[src/rtl/game_flow_controller.sv]
// Screen sequencer for the wand-duel game: LOGO, SELECT, TUTORIAL, PLAY,
// LEADERBOARD, PLAY_AGAIN, with whole-second screen timers and mode latch.
module game_flow_controller #(
  parameter int TICK_DIV   = 50_000_000,
  parameter int LOGO_SECS  = 3,
  parameter int TUT_SECS   = 30,
  parameter int GAME_SECS  = 60,
  parameter int LEAD_SECS  = 10,
  parameter int AGAIN_SECS = 10,
  parameter int SNITCH_AT  = 30,
  parameter int SNITCH_LEN = 5
) (
  input  logic       clock,
  input  logic       resetn,
  input  logic       mode_sel_valid,
  input  logic       mode_two_player,
  input  logic       mode_learn,
  input  logic       end_game_early,
  input  logic       end_tutorial,
  input  logic       again_yes,
  input  logic       again_no,
  output logic [2:0] screen,
  output logic       logo,
  output logic       select_mode,
  output logic       learn_active,
  output logic       play_active,
  output logic       leaderboard,
  output logic       play_again,
  output logic       two_player_mode,
  output logic       selected_a_mode,
  output logic       snitch_powerup,
  output logic [7:0] seconds_left,
  output logic       end_of_game,
  output logic       score_clear
);

  localparam int PW = (TICK_DIV > 1) ? $clog2(TICK_DIV) : 1;
  localparam logic [PW-1:0] LAST = PW'(TICK_DIV - 1);
  localparam int SN_HI = GAME_SECS - SNITCH_AT;
  localparam int SN_LO = SN_HI - SNITCH_LEN;

  localparam logic [7:0] LOGO8  = 8'(LOGO_SECS);
  localparam logic [7:0] TUT8   = 8'(TUT_SECS);
  localparam logic [7:0] GAME8  = 8'(GAME_SECS);
  localparam logic [7:0] LEAD8  = 8'(LEAD_SECS);
  localparam logic [7:0] AGAIN8 = 8'(AGAIN_SECS);

  typedef enum logic [2:0] {
    S_LOGO   = 3'd0,
    S_SELECT = 3'd1,
    S_TUT    = 3'd2,
    S_PLAY   = 3'd3,
    S_LEAD   = 3'd4,
    S_AGAIN  = 3'd5
  } state_t;

  state_t        state, state_n;
  logic [PW-1:0] presc, presc_n;
  logic [7:0]    secs_n;
  logic          tp_n, sel_n, eog_n, clr_n, snitch_n;
  logic          tick, expire;

  assign tick   = (presc == LAST);
  assign expire = tick && (seconds_left == 8'd1);
  assign screen = state;

  always_comb begin
    state_n = state;
    secs_n  = seconds_left;
    tp_n    = two_player_mode;
    sel_n   = 1'b0;
    eog_n   = 1'b0;
    clr_n   = 1'b0;
    unique case (state)
      S_LOGO: begin
        if (expire) begin
          state_n = S_SELECT;
          secs_n  = 8'd0;
        end
      end
      S_SELECT: begin
        if (mode_sel_valid) begin
          sel_n = 1'b1;
          if (mode_learn) begin
            state_n = S_TUT;
            tp_n    = 1'b0;
            secs_n  = TUT8;
          end else begin
            state_n = S_PLAY;
            tp_n    = mode_two_player;
            secs_n  = GAME8;
          end
        end
      end
      S_TUT: begin
        if (end_tutorial || expire) begin
          state_n = S_SELECT;
          secs_n  = 8'd0;
        end
      end
      S_PLAY: begin
        if (end_game_early || expire) begin
          state_n = S_LEAD;
          secs_n  = LEAD8;
          eog_n   = 1'b1;
        end
      end
      S_LEAD: begin
        if (expire) begin
          state_n = S_AGAIN;
          secs_n  = AGAIN8;
        end
      end
      S_AGAIN: begin
        if (again_yes) begin
          state_n = S_SELECT;
          secs_n  = 8'd0;
          clr_n   = 1'b1;
        end else if (again_no || expire) begin
          state_n = S_LOGO;
          secs_n  = LOGO8;
        end
      end
      default: begin
        state_n = S_LOGO;
        secs_n  = LOGO8;
      end
    endcase
    // SELECT holds 0 so the >1 guard also keeps it from counting
    if (state_n == state && tick && seconds_left > 8'd1)
      secs_n = seconds_left - 8'd1;
    presc_n = (state_n != state || tick) ? '0 : presc + 1'b1;
    snitch_n = (state_n == S_PLAY)
            && (int'(secs_n) <= SN_HI)
            && (int'(secs_n) > SN_LO);
  end

  always_ff @(posedge clock or negedge resetn) begin
    if (!resetn) begin
      state           <= S_LOGO;
      presc           <= '0;
      seconds_left    <= LOGO8;
      two_player_mode <= 1'b0;
      selected_a_mode <= 1'b0;
      end_of_game     <= 1'b0;
      score_clear     <= 1'b0;
      snitch_powerup  <= 1'b0;
      logo            <= 1'b1;
      select_mode     <= 1'b0;
      learn_active    <= 1'b0;
      play_active     <= 1'b0;
      leaderboard     <= 1'b0;
      play_again      <= 1'b0;
    end else begin
      state           <= state_n;
      presc           <= presc_n;
      seconds_left    <= secs_n;
      two_player_mode <= tp_n;
      selected_a_mode <= sel_n;
      end_of_game     <= eog_n;
      score_clear     <= clr_n;
      snitch_powerup  <= snitch_n;
      logo            <= (state_n == S_LOGO);
      select_mode     <= (state_n == S_SELECT);
      learn_active    <= (state_n == S_TUT);
      play_active     <= (state_n == S_PLAY);
      leaderboard     <= (state_n == S_LEAD);
      play_again      <= (state_n == S_AGAIN);
    end
  end

endmodule

[config.mk]
export PLATFORM = sky130hd
export DESIGN_NAME = game_flow_controller
export DESIGN_NICKNAME = d
export VERILOG_FILES = /design/src/rtl/game_flow_controller.sv
export SDC_FILE = /design/constraint.sdc
export NUM_CORES = 1
export LEC_CHECK = 0
export ABC_AREA = 0
export CORE_MARGIN = 5
export CORE_UTILIZATION = 45
export DETAILED_ROUTE_END_ITERATION = 12
export PLACE_DENSITY = 0.78
export SLEW_MARGIN = 20
export SYNTH_ARGS = -nofsm -noshare
export SYNTH_HDL_FRONTEND = slang
export SYNTH_SLANG_ARGS = --single-unit
[constraint.sdc]
create_clock -name clock -period 2.55 [get_ports clock]
set_clock_uncertainty 0.15 [all_clocks]
set_input_delay 0.51 -clock clock [delete_from_list [all_inputs] [get_ports clock]]
set_output_delay 0.51 -clock clock [all_outputs]
set_load 0.05 [all_outputs]
# Word level (Yosys, flattened, before mapping)
# Cells that the tools add are included.
dict set report op_classes {
  n_addsub 2
  n_lt_le_gt_ge 3
  eq_ne 14
  n_reduce_logical 12
  muxes 27
}
# op n
set op_table {}
lappend op_table {{$mux W8} 8}
lappend op_table {{$pmux W8 S6} 1}
lappend op_table {{$add A26 B1 Y26 const B} 1}
lappend op_table {{$eq A26 B26 Y1 const B} 1}
lappend op_table {{$mux W26} 1}
lappend op_table {{$mux W3} 7}
lappend op_table {{$pmux W3 S6} 1}
lappend op_table {{$eq A3 B2 Y1 const B} 4}
lappend op_table {{$eq A3 B3 Y1 const B} 4}
lappend op_table {{$eq A8 B1 Y1 const B} 1}
lappend op_table {{$gt A8 B1 Y1 const B} 1}
lappend op_table {{$gt A8 B5 Y1 const B} 1}
lappend op_table {{$le A8 B5 Y1 const B} 1}
lappend op_table {{$mux W1} 8}
lappend op_table {{$sub A8 B1 Y8 const B} 1}
lappend op_table {{$eq A3 B1 Y1 const B} 2}
lappend op_table {{$logic_not A3 Y1} 2}
lappend op_table {{$mux W6} 1}
lappend op_table {{$logic_and A1 B1 Y1} 5}
lappend op_table {{$logic_or A1 B1 Y1} 4}
lappend op_table {{$eq A3 B3 Y1} 1}
lappend op_table {{$ne A3 B3 Y1} 1}
lappend op_table {{$reduce_and A2 Y1} 1}
dict set report word_totals {
  register_bits 48
  out_inout_bits 22
  word_cells 72
  in_bits 9
}

# Longest topological paths before layout
# Gate-level depths: netlist of the first run.
dict set report logic_depth {
  word_depth 13
  ltp_mapped 13
}

# Worst setup path after synthesis of the first run
# Ideal clock, no wire load.
dict set report synth_timing {
  path_type {flip-flop to flip-flop}
  start {register seconds_left[1]}
  end {register snitch_powerup}
  n_path_buf 1
  setup_slack_ns -0.364
  path_stages_with_launch 12
  arrival_time_ns 2.668
  setup_time_ns 0.096
  cell_sequence {dfstp_2 inv_1 ha_1 nor3b_1 and2_1 and3_1 buf_6 o211a_4 o211ai_4 mux2i_1 o21ai_1 nor4_2}
}
dict set report synth_between {
  elab_chain_cells 13
  word_cells_on_any_way 31
}
# element line_no
set synth_lines {}
lappend synth_lines {{from (decl)} 32} ;# output logic [7:0] seconds_left,
lappend synth_lines {{from (signal assigned)} 157} ;# seconds_left <= secs_n;
lappend synth_lines {{$eq A8 B1 Y1} 64} ;# assign expire = tick && (seconds_left == 8'd1);
lappend synth_lines {{$logic_and A1 B1 Y1} 64}
lappend synth_lines {{$logic_or A1 B1 Y1} 119} ;# end else if (again_no || expire) begin
lappend synth_lines {{$mux W3} 119}
lappend synth_lines {{$mux W3} 115} ;# if (again_yes) begin
lappend synth_lines {{$pmux W3 S6} 74} ;# unique case (state)
lappend synth_lines {{$eq A3 B3 Y1} 130} ;# if (state_n == state && tick && seconds_left > 8'd1)
lappend synth_lines {{$logic_and A1 B1 Y1 (2 in series)} 130}
lappend synth_lines {{$mux W8 (*)} 130}
lappend synth_lines {{via secs_n[1]} 59} ;# logic [7:0] secs_n;
lappend synth_lines {{$le A8 B5 Y1} 134} ;# && (int'(secs_n) <= SN_HI)
lappend synth_lines {{$logic_and A1 B1 Y1} 134}
lappend synth_lines {{$logic_and A1 B1 Y1 (*)} 135} ;# && (int'(secs_n) > SN_LO);
lappend synth_lines {{via snitch_n} 60} ;# logic tp_n, sel_n, eog_n, clr_n, snitch_n;
lappend synth_lines {{to (signal assigned)} 162} ;# snitch_powerup <= snitch_n;
lappend synth_lines {{to (decl)} 31} ;# output logic snitch_powerup,
# Mark *: on every way through the listed nets, which the timed path passes. The rest lies on a longest branch.
# A chain may end at the register's enable or synchronous reset.

# Final worst setup path of the first run
dict set report layout_timing {
  start {register seconds_left[0]}
  end {register snitch_powerup}
}
dict set report layout_between {
  elab_chain_cells 13
  word_cells_on_any_way 31
}
# element line_no
set layout_lines {}
lappend layout_lines {{$eq A8 B1 Y1 (*)} 64}
lappend layout_lines {{$logic_and A1 B1 Y1 (*)} 64}
lappend layout_lines {{$logic_or A1 B1 Y1} 119}
lappend layout_lines {{$mux W3} 119}
lappend layout_lines {{$mux W3} 115}
lappend layout_lines {{$pmux W3 S6 (*)} 74}
lappend layout_lines {{via state_n[0]} 57} ;# state_t state, state_n;
lappend layout_lines {{$eq A3 B3 Y1 (*)} 130}
lappend layout_lines {{$logic_and A1 B1 Y1 (*) (2 in series)} 130}
lappend layout_lines {{$mux W8 (*)} 130}
lappend layout_lines {{via secs_n[4]} 59}
lappend layout_lines {{$le A8 B5 Y1} 134}
lappend layout_lines {{$logic_and A1 B1 Y1} 134}
lappend layout_lines {{$logic_and A1 B1 Y1 (*)} 135}
lappend layout_lines {{via snitch_n} 60}
# Marks and branches as above.

==> results of run 1 <==
-- area by class of cell --
| type | instances | share of cell area |
|---|---|---|
| Sequential cell | 48 | 0.3139 |
| Clock buffer | 6 | 0.02145 |
| Clock inverter | 2 | 0.01007 |
| Timing Repair Buffer | 100 | 0.2181 |
| Multi-Input combinational cell | 222 | 0.3981 |
| Inverter | 13 | 0.01397 |
| Tap cell | 75 | 0.02437 |
-- Yosys cell counts, drive strengths merged, types with 3 or more instances --
cell and instances:
mux2i 3, nor2 63, buf 5, inv 13, o31ai 3, clkbuf 6, and2 5, or2 4
a31oi 3, xor2 13, and3 7, a21oi 3, o211ai 4, ha 3, dfstp 3, nand3 12
nand2 19, xnor2 12, or3 4, nand4 8, nor3b 3, nand2b 6, o21ai 8, nor3 5
dfrtp 45, o21a 4
-- logic make-up after synthesis --
family,count (synthesis)
DFF,48
muxes,5
and+or+nand+nor,143
buffers and inverters,24
xor gates and xnor gates,25
adders and majority gates,3
AOI/OAI and AO/OA,46
-- where the power goes --
group          internal (mW)  switching [mW]  leakage (nW)  total, mW
clock network          0.321           0.276        0.0614      0.597
logic                  0.862            1.15          1.08       2.02
registers              0.918           0.128         0.647       1.05
total                   2.10            1.56          1.79       3.66
-- critical path, stage by stage (launching register included) --
cell and delay [ns]:
dfstp_4 0.65, ha_4 0.14, nor3b_4 0.20, and2_4 0.20, and3_4 0.23, o211a_4 0.22, inv_6 0.06, a211oi_4 0.25
mux2i_2 0.31, o21ai_1 0.11, nor4_2 0.14
-- metrics by stage --
| step | instances | total power, mW | cell area [um2] | TNS [ns] |
|---|---|---|---|---|
| after global routing | 466 | 3.861 | 3850 | -0.7307 |
| after detailed placement | 452 | 2.878 | 3567 | -2.991 |
| after floorplan | 294 | 2.145 | 2769 | -3.774 |
| final | 466 | 3.658 | 3850 | -0.3241 |
| after global placement | 452 | 2.853 | 3567 | -0.7559 |
| after CTS | 463 | 3.547 | 3780 | -0.1103 |
-- cells in the final DEF, fill, tap and decap left out, types with 2 or more instances in the layout --
cell / count
buf_4: 68
nor2_1: 63
dfrtp_1: 45
clkdlybuf4s50_1: 27
nand2_1: 18
xor2_1: 13
xnor2_1: 12
inv_1: 11
nand3_1: 11
nand4_1: 7
nand2b_1: 6
o21ai_0: 6
clkbuf_8: 6
nor3_1: 4
or3_1: 4
o21a_1: 4
and3_1: 4
or2_2: 3
and2_1: 3
a31oi_1: 3
o211ai_1: 3
and3_4: 2
o22ai_1: 2
a21oi_1: 2
nor3b_1: 2
a21o_1: 2
o31ai_2: 2
mux2i_1: 2
dfstp_2: 2
-- routing by layer --
layer / track usage / vias to the layer above / part of all wire
li1: - / 1211 / -
met1: 0.2585 / 1208 / 0.45
met2: 0.2971 / 90 / 0.48
met3: 0.04376 / 15 / 0.053
met4: 0.06319 / 0 / 0.018
met5: 0 / - / 0
-- worst max path at each step --
| stage | startpoint | endpoint | slack, ns |
|---|---|---|---|
| floorplan | seconds_left[1]$_DFF_PN1_ | snitch_powerup$_DFF_PN0_ | -0.25 |
| global placement | again_yes | snitch_powerup$_DFF_PN0_ | -0.20 |
| detailed placement | again_yes | snitch_powerup$_DFF_PN0_ | -0.31 |
| CTS | seconds_left[0]$_DFF_PN1_ | snitch_powerup$_DFF_PN0_ | -0.11 |
| global route | seconds_left[0]$_DFF_PN1_ | snitch_powerup$_DFF_PN0_ | -0.25 |
| finish | seconds_left[0]$_DFF_PN1_ | snitch_powerup$_DFF_PN0_ | -0.20 |
-- repair_timing --
item                                    CTS  global route
resized for setup                        12            11
buffers inserted                          2             3
endpoints found under the hold margin     9             0
gates cloned                              0             0
pin swaps                                 8             7
endpoints found under the setup margin   30            33
hold buffers                              1             0
==> results.py, run 1 <==
metrics = {
    "status": {
        "status": "complete, but fails checks",
        "violations": "setup timing",
    },
    "timing": {
        "period_share": 1.079,
        "worst_pin_slew_ns": 0.5250,
        "worst_slack_ns": -0.2002,
        "whs_ns": 0.3584,
        "setup_viol": 3,
        "finalHoldViolCount": 0,
        "period_minus_slack_ns": 2.750,
        "slew_headroom": 0.6489,
        "rsz0062_at_grt": "true",
        "drv_slew": 0,
        "max_freq_mhz": 363.6,
    },
    "place": {
        "io_buffers": 30,
        "place.gp.congestion": 1.008,
        "place_hpwl_um": 5101,
        "dp_slack_ns": -0.3062,
    },
    "final_layout": {
        "layout-drive-gt1-share": 0.3069,
        "largest_reg_flops": 26,
        "seq_area_um2": 1209,
        "fin_util": 0.6503,
        "nFillCells": 440,
        "area_delta_synth_final_pct": 39.74,
        "multi_input_area_um2": 1533,
        "top_register": "presc",
        "nets": 402,
        "diodes": 0,
    },
    "setup_path": {
        "rr_worst_depth": 10,
        "end_kind": "register",
        "critical_path_class": "reg -> reg",
        "r2r_start": "seconds_left[0]$_DFF_PN1_",
        "crit_fanout": 5,
        "critical_path_required_ns": 2.62,
        "cp-start-kind": "register",
        "r2r_slack_ns": -0.20,
        "critPathArrivalTime_ns": 2.82,
        "rr_endpoint": "snitch_powerup$_DFF_PN0_",
    },
    "grt": {
        "grt_pass1_wl_um": 11550,
        "grt_pass1_vias": 2453,
        "antenna_found_initial": 0,
        "overflow": 0,
        "grt_max_degree": 26,
        "grtUsageTotal": 0.1891,
    },
    "logic_synthesis": {
        "yosysTopAreaCellShare": 0.4087,
        "seq_area_frac_synth": 0.4373,
        "synth_mux_area_frac": 0.02180,
        "synth_area_per_cell_um2": 9.371,
        "netlist_area_um2": 2755,
        "syn-instance-count": 294,
        "yosys-top-cells-area": "dfrtp_1 (41%), nor2_1 (8.6%), xor2_1 (4.1%), xnor2_1 (3.8%), dfstp_2 (2.9%)",
        "netlist-cell-type-count": 65,
        "synth-xor-area-share": 0.07947,
        "synth_compound_area_frac": 0.1435,
        "async_flop_share": 1.000,
        "ys_ff_latch": 48,
        "synth_adder_area_share": 0.01362,
        "synthSimpleGateAreaFrac": 0.2607,
        "ys.flop_type": "dfrtp_1",
        "synth.net_count": 306,
        "synth_edf_count": 0,
        "synth_area_leader_cell": "dfrtp_1",
        "yosysWarnings": 0,
        "synth_top_family_by_area": "simple AND/OR/NAND/NOR gates",
    },
    "clock_network": {
        "cts_made_buffers": 5,
        "cts.reportedPaths.clkPinSlew_ns": 0.10,
        "cts_tree": "yes",
        "clk_latency_ns": 0.31,
        "clk_root_buffer_cell": "clkbuf_8",
        "clock_sinks": 48,
        "htreeDepth": 2,
        "clk_path_buf_depth": 2,
    },
    "worst_hold_path": {
        "hold_path.class": "reg -> reg",
        "holdPathEnd": "two_player_mode$_DFFE_PN0P_",
        "min_delay_path_depth": 2,
        "hold_start": "two_player_mode$_DFFE_PN0P_",
    },
    "floorplanning": {
        "rows": 28,
        "core_um2": 5921,
        "die_width_um": 88.25,
        "ios": 31,
        "die_h_um": 88.25,
        "start_util": 0.4653,
        "fp.dieArea_um2": 7787,
    },
    "routing": {
        "dr_total_vias": 2524,
        "via_per_inst": 5.416,
        "ant_nets": 0,
        "drc": 0,
        "drtPass1Iterations": 5,
        "drtIter0Drc": 211,
        "finalWirelength_um": 7247,
        "wire_per_inst_um": 15.55,
    },
    "flow_run": {
        "cap_violations": 0,
    },
    "pwr": {
        "peakVddDrop_mv": 0.8341,
        "p_per_area_nw_per_um2": 950.2,
        "p_leak_nw": 1.791,
    },
}
Power figures use the tool's default switching activity.
==> run 2, diff against run 1 <==
--- a/config.mk
+++ b/config.mk
@@ -9,8 +9,9 @@
 export CORE_MARGIN = 5
 export CORE_UTILIZATION = 45
 export DETAILED_ROUTE_END_ITERATION = 12
+export GPL_TIMING_DRIVEN = 1
 export PLACE_DENSITY = 0.78
-export SLEW_MARGIN = 20
+export SLEW_MARGIN = 40
 export SYNTH_ARGS = -nofsm -noshare
 export SYNTH_HDL_FRONTEND = slang
 export SYNTH_SLANG_ARGS = --single-unit
==> results of run 2 <==
Same layout as run 1: the final DEF is identical, and so are final timing and power.
